<file path="src/rtl/load_store_pkg.sv">
// Shared types, funct3 encodings and access-size helpers for the load/store unit.
package load_store_pkg;

  localparam int unsigned LS_DW = 32;

  // Legacy state encodings; the enum below is bound to them.
  localparam logic [1:0] ST_IDLE  = 2'd0;
  localparam logic [1:0] ST_ISSUE = 2'd1;
  localparam logic [1:0] ST_WAIT  = 2'd2;
  localparam logic [1:0] ST_DONE  = 2'd3;

  typedef enum logic [1:0] {
    S_IDLE  = ST_IDLE,
    S_ISSUE = ST_ISSUE,
    S_WAIT  = ST_WAIT,
    S_DONE  = ST_DONE
  } state_e;

  localparam logic [2:0] F3_B  = 3'b000;
  localparam logic [2:0] F3_H  = 3'b001;
  localparam logic [2:0] F3_W  = 3'b010;
  localparam logic [2:0] F3_BU = 3'b100;
  localparam logic [2:0] F3_HU = 3'b101;

  typedef enum logic [1:0] {
    SZ_B = 2'd0,
    SZ_H = 2'd1,
    SZ_W = 2'd2
  } size_e;

  // Undefined encodings fall back to word; for stores bit 2 never changes the size.
  function automatic size_e size_of(input logic [2:0] f3);
    size_e sz;
    case (f3)
      F3_B, F3_BU: sz = SZ_B;
      F3_H, F3_HU: sz = SZ_H;
      F3_W:        sz = SZ_W;
      default:     sz = SZ_W;
    endcase
    return sz;
  endfunction

  // Byte lane of the access, with sub-size alignment bits forced to zero.
  function automatic logic [1:0] lane_of(input size_e sz, input logic [1:0] off);
    logic [1:0] lane;
    case (sz)
      SZ_B:    lane = off;
      SZ_H:    lane = {off[1], 1'b0};
      default: lane = 2'b00;
    endcase
    return lane;
  endfunction

  function automatic logic misaligned(input size_e sz, input logic [1:0] off);
    return ((sz == SZ_H) && off[0]) || ((sz == SZ_W) && (off != 2'b00));
  endfunction

endpackage

</file>
<file path="src/rtl/load_store_unit_if.sv">
// Request/response and data-memory bus of the load/store unit.
interface load_store_unit_if #(
  parameter int unsigned DATA_WIDTH     = 32,
  parameter int unsigned ADDR_WIDTH     = 32,
  parameter int unsigned MEM_ADDR_WIDTH = 16
) ();
  logic                      req_valid;
  logic                      req_ready;
  logic                      req_we;
  logic [2:0]                req_funct3;
  logic [ADDR_WIDTH-1:0]     req_addr;
  logic [DATA_WIDTH-1:0]     req_wdata;
  logic                      rsp_valid;
  logic [DATA_WIDTH-1:0]     rsp_rdata;
  logic                      rsp_err;
  logic                      busy;
  logic                      mem_en;
  logic                      mem_we;
  logic [3:0]                mem_be;
  logic [MEM_ADDR_WIDTH-1:0] mem_addr;
  logic [DATA_WIDTH-1:0]     mem_wdata;
  logic [DATA_WIDTH-1:0]     mem_rdata;

  // The load/store unit itself.
  modport slave (
    input  req_valid, req_we, req_funct3, req_addr, req_wdata, mem_rdata,
    output req_ready, rsp_valid, rsp_rdata, rsp_err, busy,
           mem_en, mem_we, mem_be, mem_addr, mem_wdata
  );

  // CPU plus data memory around the unit.
  modport master (
    output req_valid, req_we, req_funct3, req_addr, req_wdata, mem_rdata,
    input  req_ready, rsp_valid, rsp_rdata, rsp_err, busy,
           mem_en, mem_we, mem_be, mem_addr, mem_wdata
  );
endinterface

</file>
<file path="src/rtl/load_store_align.sv">
// Combinational lane logic: byte enables and store shifting, load lane select and extension.
module load_store_align
  import load_store_pkg::*;
(
  input  logic [2:0]       funct3_i,
  input  logic [1:0]       off_i,
  input  logic [LS_DW-1:0] wdata_i,
  input  logic [LS_DW-1:0] rdata_i,
  output logic [3:0]       be_o,
  output logic [LS_DW-1:0] wdata_o,
  output logic [LS_DW-1:0] rdata_o
);

  size_e            size;
  logic [1:0]       lane;
  logic [LS_DW-1:0] rshift;

  // Decode size/lane once, then shape enables, store data and extended load data.
  always_comb begin
    size    = size_of(funct3_i);
    lane    = lane_of(size, off_i);
    wdata_o = wdata_i << {lane, 3'b000};
    rshift  = rdata_i >> {lane, 3'b000};
    be_o    = 4'b1111;
    rdata_o = rshift;
    case (size)
      SZ_B: begin
        be_o    = 4'b0001 << lane;
        rdata_o = funct3_i[2] ? {24'b0, rshift[7:0]} : {{24{rshift[7]}}, rshift[7:0]};
      end
      SZ_H: begin
        be_o    = 4'b0011 << lane;
        rdata_o = funct3_i[2] ? {16'b0, rshift[15:0]} : {{16{rshift[15]}}, rshift[15:0]};
      end
      default: begin
        be_o    = 4'b1111;
        rdata_o = rshift;
      end
    endcase
  end

endmodule

</file>
<file path="src/rtl/load_store_unit.sv">
// Multi-cycle load/store unit: IDLE -> ISSUE -> (WAIT) -> DONE, one request at a time.
// Optional feature macro: LOAD_STORE_MISALIGN_TRAP_EN (misaligned H/W requests skip
// memory and complete next cycle with rsp_err set).
module load_store_unit
  import load_store_pkg::*;
#(
  parameter int unsigned DATA_WIDTH     = 32,
  parameter int unsigned ADDR_WIDTH     = 32,
  parameter int unsigned MEM_ADDR_WIDTH = 16
) (
  input logic               clk,
  input logic               rst,
  load_store_unit_if.slave  bus
);

  state_e                    state_q, state_d;
  logic [MEM_ADDR_WIDTH+1:0] addr_q, addr_d;
  logic [2:0]                funct3_q, funct3_d;
  logic                      we_q, we_d;
  logic [DATA_WIDTH-1:0]     wdata_q, wdata_d;
  logic [DATA_WIDTH-1:0]     rdata_q, rdata_d;
`ifdef LOAD_STORE_MISALIGN_TRAP_EN
  logic                      err_q, err_d;
`endif

  logic [3:0]            al_be;
  logic [DATA_WIDTH-1:0] al_wdata;
  logic [DATA_WIDTH-1:0] al_rdata;
  logic                  unused_addr_bits;

  assign unused_addr_bits = ^bus.req_addr[ADDR_WIDTH-1:MEM_ADDR_WIDTH+2];

  load_store_align u_align (
    .funct3_i (funct3_q),
    .off_i    (addr_q[1:0]),
    .wdata_i  (wdata_q),
    .rdata_i  (bus.mem_rdata),
    .be_o     (al_be),
    .wdata_o  (al_wdata),
    .rdata_o  (al_rdata)
  );

  // Next-state and request/response register updates.
  always_comb begin
    state_d  = state_q;
    addr_d   = addr_q;
    funct3_d = funct3_q;
    we_d     = we_q;
    wdata_d  = wdata_q;
    rdata_d  = rdata_q;
`ifdef LOAD_STORE_MISALIGN_TRAP_EN
    err_d    = err_q;
`endif
    case (state_q)
      S_IDLE: begin
        if (bus.req_valid) begin
          addr_d   = bus.req_addr[MEM_ADDR_WIDTH+1:0];
          funct3_d = bus.req_funct3;
          we_d     = bus.req_we;
          wdata_d  = bus.req_wdata;
          state_d  = S_ISSUE;
`ifdef LOAD_STORE_MISALIGN_TRAP_EN
          if (misaligned(size_of(bus.req_funct3), bus.req_addr[1:0])) begin
            state_d = S_DONE;
            rdata_d = '0;
            err_d   = 1'b1;
          end
`endif
        end
      end
      S_ISSUE: begin
        if (we_q) begin
          rdata_d = '0;
`ifdef LOAD_STORE_MISALIGN_TRAP_EN
          err_d   = 1'b0;
`endif
          state_d = S_DONE;
        end else begin
          state_d = S_WAIT;
        end
      end
      S_WAIT: begin
        rdata_d = al_rdata;
`ifdef LOAD_STORE_MISALIGN_TRAP_EN
        err_d   = 1'b0;
`endif
        state_d = S_DONE;
      end
      default: state_d = S_IDLE;
    endcase
  end

  // State and datapath registers with synchronous reset.
  always_ff @(posedge clk) begin
    if (rst) begin
      state_q  <= S_IDLE;
      addr_q   <= '0;
      funct3_q <= '0;
      we_q     <= 1'b0;
      wdata_q  <= '0;
      rdata_q  <= '0;
`ifdef LOAD_STORE_MISALIGN_TRAP_EN
      err_q    <= 1'b0;
`endif
    end else begin
      state_q  <= state_d;
      addr_q   <= addr_d;
      funct3_q <= funct3_d;
      we_q     <= we_d;
      wdata_q  <= wdata_d;
      rdata_q  <= rdata_d;
`ifdef LOAD_STORE_MISALIGN_TRAP_EN
      err_q    <= err_d;
`endif
    end
  end

  assign bus.req_ready = (state_q == S_IDLE);
  assign bus.busy      = (state_q != S_IDLE);
  assign bus.rsp_valid = (state_q == S_DONE);
  assign bus.rsp_rdata = rdata_q;
`ifdef LOAD_STORE_MISALIGN_TRAP_EN
  assign bus.rsp_err   = err_q;
`else
  assign bus.rsp_err   = 1'b0;
`endif

  // Memory strobes are only driven during ISSUE; everything reads zero otherwise.
  always_comb begin
    bus.mem_en    = 1'b0;
    bus.mem_we    = 1'b0;
    bus.mem_be    = '0;
    bus.mem_addr  = '0;
    bus.mem_wdata = '0;
    if (state_q == S_ISSUE) begin
      bus.mem_en    = 1'b1;
      bus.mem_we    = we_q;
      bus.mem_be    = al_be;
      bus.mem_addr  = addr_q[MEM_ADDR_WIDTH+1:2];
      bus.mem_wdata = al_wdata;
    end
  end

endmodule

</file>
<file path="src/flat_wrapper.sv">
// flat-port wrapper written by rule: the top's interface ports become plain ports
module load_store_unit_flat import load_store_pkg::*;
#(
  parameter int unsigned DATA_WIDTH     = 32,
  parameter int unsigned ADDR_WIDTH     = 32,
  parameter int unsigned MEM_ADDR_WIDTH = 16
)
  (clk, rst, bus_req_valid, bus_req_we, bus_req_funct3, bus_req_addr, bus_req_wdata, bus_mem_rdata, bus_req_ready, bus_rsp_valid, bus_rsp_rdata, bus_rsp_err, bus_busy, bus_mem_en, bus_mem_we, bus_mem_be, bus_mem_addr, bus_mem_wdata);
  load_store_unit_if #(.DATA_WIDTH(DATA_WIDTH), .ADDR_WIDTH(ADDR_WIDTH), .MEM_ADDR_WIDTH(MEM_ADDR_WIDTH)) bus_i ();
  input logic clk;
  input logic rst;
  input wire logic [$bits(bus_i.req_valid)-1:0] bus_req_valid;
  input wire logic [$bits(bus_i.req_we)-1:0] bus_req_we;
  input wire logic [$bits(bus_i.req_funct3)-1:0] bus_req_funct3;
  input wire logic [$bits(bus_i.req_addr)-1:0] bus_req_addr;
  input wire logic [$bits(bus_i.req_wdata)-1:0] bus_req_wdata;
  input wire logic [$bits(bus_i.mem_rdata)-1:0] bus_mem_rdata;
  output wire logic [$bits(bus_i.req_ready)-1:0] bus_req_ready;
  output wire logic [$bits(bus_i.rsp_valid)-1:0] bus_rsp_valid;
  output wire logic [$bits(bus_i.rsp_rdata)-1:0] bus_rsp_rdata;
  output wire logic [$bits(bus_i.rsp_err)-1:0] bus_rsp_err;
  output wire logic [$bits(bus_i.busy)-1:0] bus_busy;
  output wire logic [$bits(bus_i.mem_en)-1:0] bus_mem_en;
  output wire logic [$bits(bus_i.mem_we)-1:0] bus_mem_we;
  output wire logic [$bits(bus_i.mem_be)-1:0] bus_mem_be;
  output wire logic [$bits(bus_i.mem_addr)-1:0] bus_mem_addr;
  output wire logic [$bits(bus_i.mem_wdata)-1:0] bus_mem_wdata;
  assign bus_i.req_valid = bus_req_valid;
  assign bus_i.req_we = bus_req_we;
  assign bus_i.req_funct3 = bus_req_funct3;
  assign bus_i.req_addr = bus_req_addr;
  assign bus_i.req_wdata = bus_req_wdata;
  assign bus_i.mem_rdata = bus_mem_rdata;
  assign bus_req_ready = bus_i.req_ready;
  assign bus_rsp_valid = bus_i.rsp_valid;
  assign bus_rsp_rdata = bus_i.rsp_rdata;
  assign bus_rsp_err = bus_i.rsp_err;
  assign bus_busy = bus_i.busy;
  assign bus_mem_en = bus_i.mem_en;
  assign bus_mem_we = bus_i.mem_we;
  assign bus_mem_be = bus_i.mem_be;
  assign bus_mem_addr = bus_i.mem_addr;
  assign bus_mem_wdata = bus_i.mem_wdata;
  load_store_unit #(.DATA_WIDTH(DATA_WIDTH), .ADDR_WIDTH(ADDR_WIDTH), .MEM_ADDR_WIDTH(MEM_ADDR_WIDTH)) u_core (.clk(clk), .rst(rst), .bus(bus_i));
endmodule
</file>
<file path="config.mk">
export PLATFORM = sky130hd
export DESIGN_NAME = load_store_unit_flat
export DESIGN_NICKNAME = d
export VERILOG_FILES = /design/src/rtl/load_store_pkg.sv /design/src/rtl/load_store_unit_if.sv /design/src/rtl/load_store_align.sv /design/src/rtl/load_store_unit.sv /design/src/flat_wrapper.sv
export SDC_FILE = /design/constraint.sdc
export NUM_CORES = 1
export LEC_CHECK = 0
export CORE_MARGIN = 8
export CORE_UTILIZATION = 43
export DETAILED_ROUTE_END_ITERATION = 12
export PLACE_DENSITY = 0.82
export SETUP_SLACK_MARGIN = 0.3
export SYNTH_ARGS = -nofsm -noshare
export SYNTH_HDL_FRONTEND = slang
export SYNTH_SLANG_ARGS = --single-unit
</file>
<file path="constraint.sdc">
create_clock -name clk -period 2 [get_ports clk]
set_input_delay 0.4 -clock clk [delete_from_list [all_inputs] [get_ports clk]]
set_output_delay 0.4 -clock clk [all_outputs]
set_load 0.005 [all_outputs]
</file>
==> impl_metrics.toml, run 1 <==
[sta]
max_freq_mhz = 423
hold_violations = 0
worst_slack_ns = -0.362
finalClockSkew_ns = 0.00893
fin_crit_sh_pct = 118
slew_violations = 0
period_minus_slack_ns = 2.36
rsz0062_at_grt = "true"
finalSetupViolations = 79

[status]
violations = "setup timing"
status = "complete, but fails checks"

[global_route]
first_global_vias = 5515
grt_pass1_wl_mm = 28.1
grt_usage_pct = 25.0
grt_overflow = 0
grt_max_degree = 43
antenna_found_initial = 0

[cts]
hold_buffers = 0
path_clk_slew_ns = 0.09
clock_latency_ns = 0.37
root_buffer = "clkbuf_8"
cts_buffer_depth = 2
cts-htree-levels = 3
cts_sinks = 88
tritoncts = "done"
cts_buffers = 9

[logic_synthesis]
ys_types = 35
synth_warnings = 0
avgSynthCellArea_sq_um = 7.83
seq_area_frac_synth_pct = 39.8
netlist_area_sq_um = 4430
synth.largest_area_cell = "dfxtp_1"
synth-compound-area-share_pct = 16.7
synth_xor_area_share_pct = 0
synth_top_flop_cell = "dfxtp_1"
synth_nets = 672
synth_top_cells_by_area = "dfxtp_1 40%, nand2_1 14%, a21oi_1 8.9%, mux2i_1 4.3%, nor2b_1 4.0%"
synth_edf_count = 0
synthAdderAreaFrac_pct = 1.13
synth.ff_latch_count = 88
synthMuxAreaShare_pct = 7.86
yosys.area.top_type_share_pct = 39.8
async_flop_share_pct = 0
synthCells = 565
synth_top_family_by_area = "simple AND/OR/NAND/NOR gates"
synth_simple_gate_area_share_pct = 29.1

[pwr]
p_leak_nw = 3.39
vdd_drop_max_v = 0.000515
total_power_mw = 5.89
p_per_area_nw_per_um2 = 720

[worst_hold_path]
min_path_type = "register to register"

[die]
dieWidth_microns = 117
die_h_microns = 117
rows = 37
coreArea_sq_um = 10100
dieArea_sq_um = 13800
start_util_pct = 43.7
num_io_pins = 193

[layout]
drive_gt1_share_pct = 37.5
fin_util_pct = 80.7
antenna-diode-count = 0
finalNetCount = 924
fin_area_sq_um = 8180
synthToLayoutAreaGrowth_pct = 84.9

[worst_setup_path]
crit_family = "buffers and inverters"
cp.required_ns = 1.60
cp_num_buf_inv = 6
worstSetupPathType = "register to output pin"
crit_path_start_kind = "register"
crit_path_end_kind = "output pin"
critPathArrivalTime_ns = 1.96
crit_slowest_cell = "dfxtp_4"
crit_chain = "buf_4, buf_6, buf_6, nor4b_4, buf_12, buf_6, a21oi_2, nor2b_1, buf_2"
crit_path_max_incr_delay_ns = 0.37
path_common_cell = "buf_6"
reg2reg_slack_ns = -0.15
critPathMaxFanout = 8

[routing]
routed_wl_mm = 18.7
route.detailed.wl_per_inst_microns = 19.5
vias_per_cell = 5.40
first_pass_iters = 5
drcViolationCount = 0
drt_iter0_drc = 305
antenna_left = 0
vias = 5177

[placed_design]
place.gp.congestion = 0.833
dpl.hpwl_mm = 11.1
placed_area_sq_um = 6560
port_buffers = 177

[job]
maxCapViolCount = 0
[cells by family after synthesis]
logic type | after synthesis
buf+inv | 48
simple gates | 277
fa+ha+maj | 4
other cells | 1
compound gates | 121
flops | 88
mux | 26
[flip-flops by register name, indices dropped and copies added, names as in the netlist]
name and flops:
u_core.addr_q 18, u_core.bus.rsp_rdata 32, u_core.funct3_q 3, u_core.state_q 2, u_core.wdata_q 32, u_core.we_q 1
[cells in the final DEF (no fill, tap or decap), drive strengths merged, types with 7 or more instances in the layout]
cell           netlist  routed
a21oi               79      79
a22o                 9       9
and2                27      27
and3                 8       8
buf                 17     162
clkbuf              27      13
clkdlybuf4s50        0     119
dfxtp               88      88
mux2i               19      19
mux4                 7       7
nand2              165     165
nand3               10      10
nor2                21      21
nor2b               28      28
nor3                10      10
o211ai               7       7
o21ai               19      19
[per-layer routing]
layer | GRT usage, % | vias up | share of wire, % | wire, microns
li1 | - | 2395 | - | -
met1 | 25.7 | 2490 | 38 | 7040
met2 | 46.0 | 242 | 52 | 9730
met3 | 6.91 | 50 | 6.7 | 1250
met4 | 11.3 | 0 | 3.3 | 619
met5 | 0 | - | 0 | 0
[what timing repair did]
action	4_1_cts	5_1_grt
pin swaps	62	34
resized for setup	387	66
buffers inserted	45	13
gates cloned	9	0
endpoints found under the setup margin	90	90
[report_power, final]
part / leakage [nW] / switching (mW) / total (mW) / internal [mW]
clock network: 0.111 / 0.694 / 1.41 / 0.714
logic: 2.55 / 1.03 / 2.39 / 1.35
registers: 0.722 / 0.159 / 2.09 / 1.94
[area by class of cell]
cell class | instances | area (sq um)
Sequential cell | 88 | 1780
Tap cell | 136 | 170
Multi-Input combinational cell | 429 | 2930
Clock buffer | 10 | 128
Fill cell | 591 | 1950
Clock inverter | 6 | 91.3
Timing Repair Buffer | 285 | 3080
Inverter | 4 | 15.0
[cells in the mapped netlist (all sizes together), types with 8 or more instances]
cell type	instances
clkbuf	27
o21ai	19
and2	27
buf	17
nand2	165
dfxtp	88
a21oi	79
a22o	9
nor2b	28
nand3	10
mux2i	19
and3	8
nor2	21
nor3	10
[metrics by stage]
stage | cells | setup slack [ns] | hold slack (ns) | TNS, ns
detailed placement | 875 | -0.169 | 0.444 | -4.00
finish | 958 | -0.362 | 0.460 | -12.71
global route | 958 | -0.457 | 0.483 | -17.71
global placement | 875 | -0.145 | 0.437 | -3.03
floorplan | 565 | 0.229 | 0.432 | 0
CTS | 945 | -0.314 | 0.456 | -7.34
[final timing paths]
check,endpoint,startpoint,cells past startpoint
worst max-delay path,bus_mem_wdata[21],u_core.funct3_q[0],9
worst min-delay path,u_core.bus.rsp_rdata[28],u_core.bus.rsp_rdata[28],2
worst max register to register,u_core.bus.rsp_rdata[20],u_core.funct3_q[0],11
worst min register to register,u_core.bus.rsp_rdata[28],u_core.bus.rsp_rdata[28],2
[worst min-delay path, cell delays in order (launching register included)]
cell and delay (ns):
dfxtp_1 0.31, nand2_1 0.06, o21ai_2 0.05
No activity file was read; power rests on OpenSTA's default activity.
==> run 2, diff against run 1 <==
--- a/config.mk
+++ b/config.mk
@@ -8,6 +8,7 @@
 export CORE_MARGIN = 8
 export CORE_UTILIZATION = 43
 export DETAILED_ROUTE_END_ITERATION = 12
+export GPL_ROUTABILITY_DRIVEN = 0
 export PLACE_DENSITY = 0.82
 export SETUP_SLACK_MARGIN = 0.3
 export SYNTH_ARGS = -nofsm -noshare
==> results of run 2 <==
Final layout, timing and power as in run 1 (identical DEF).
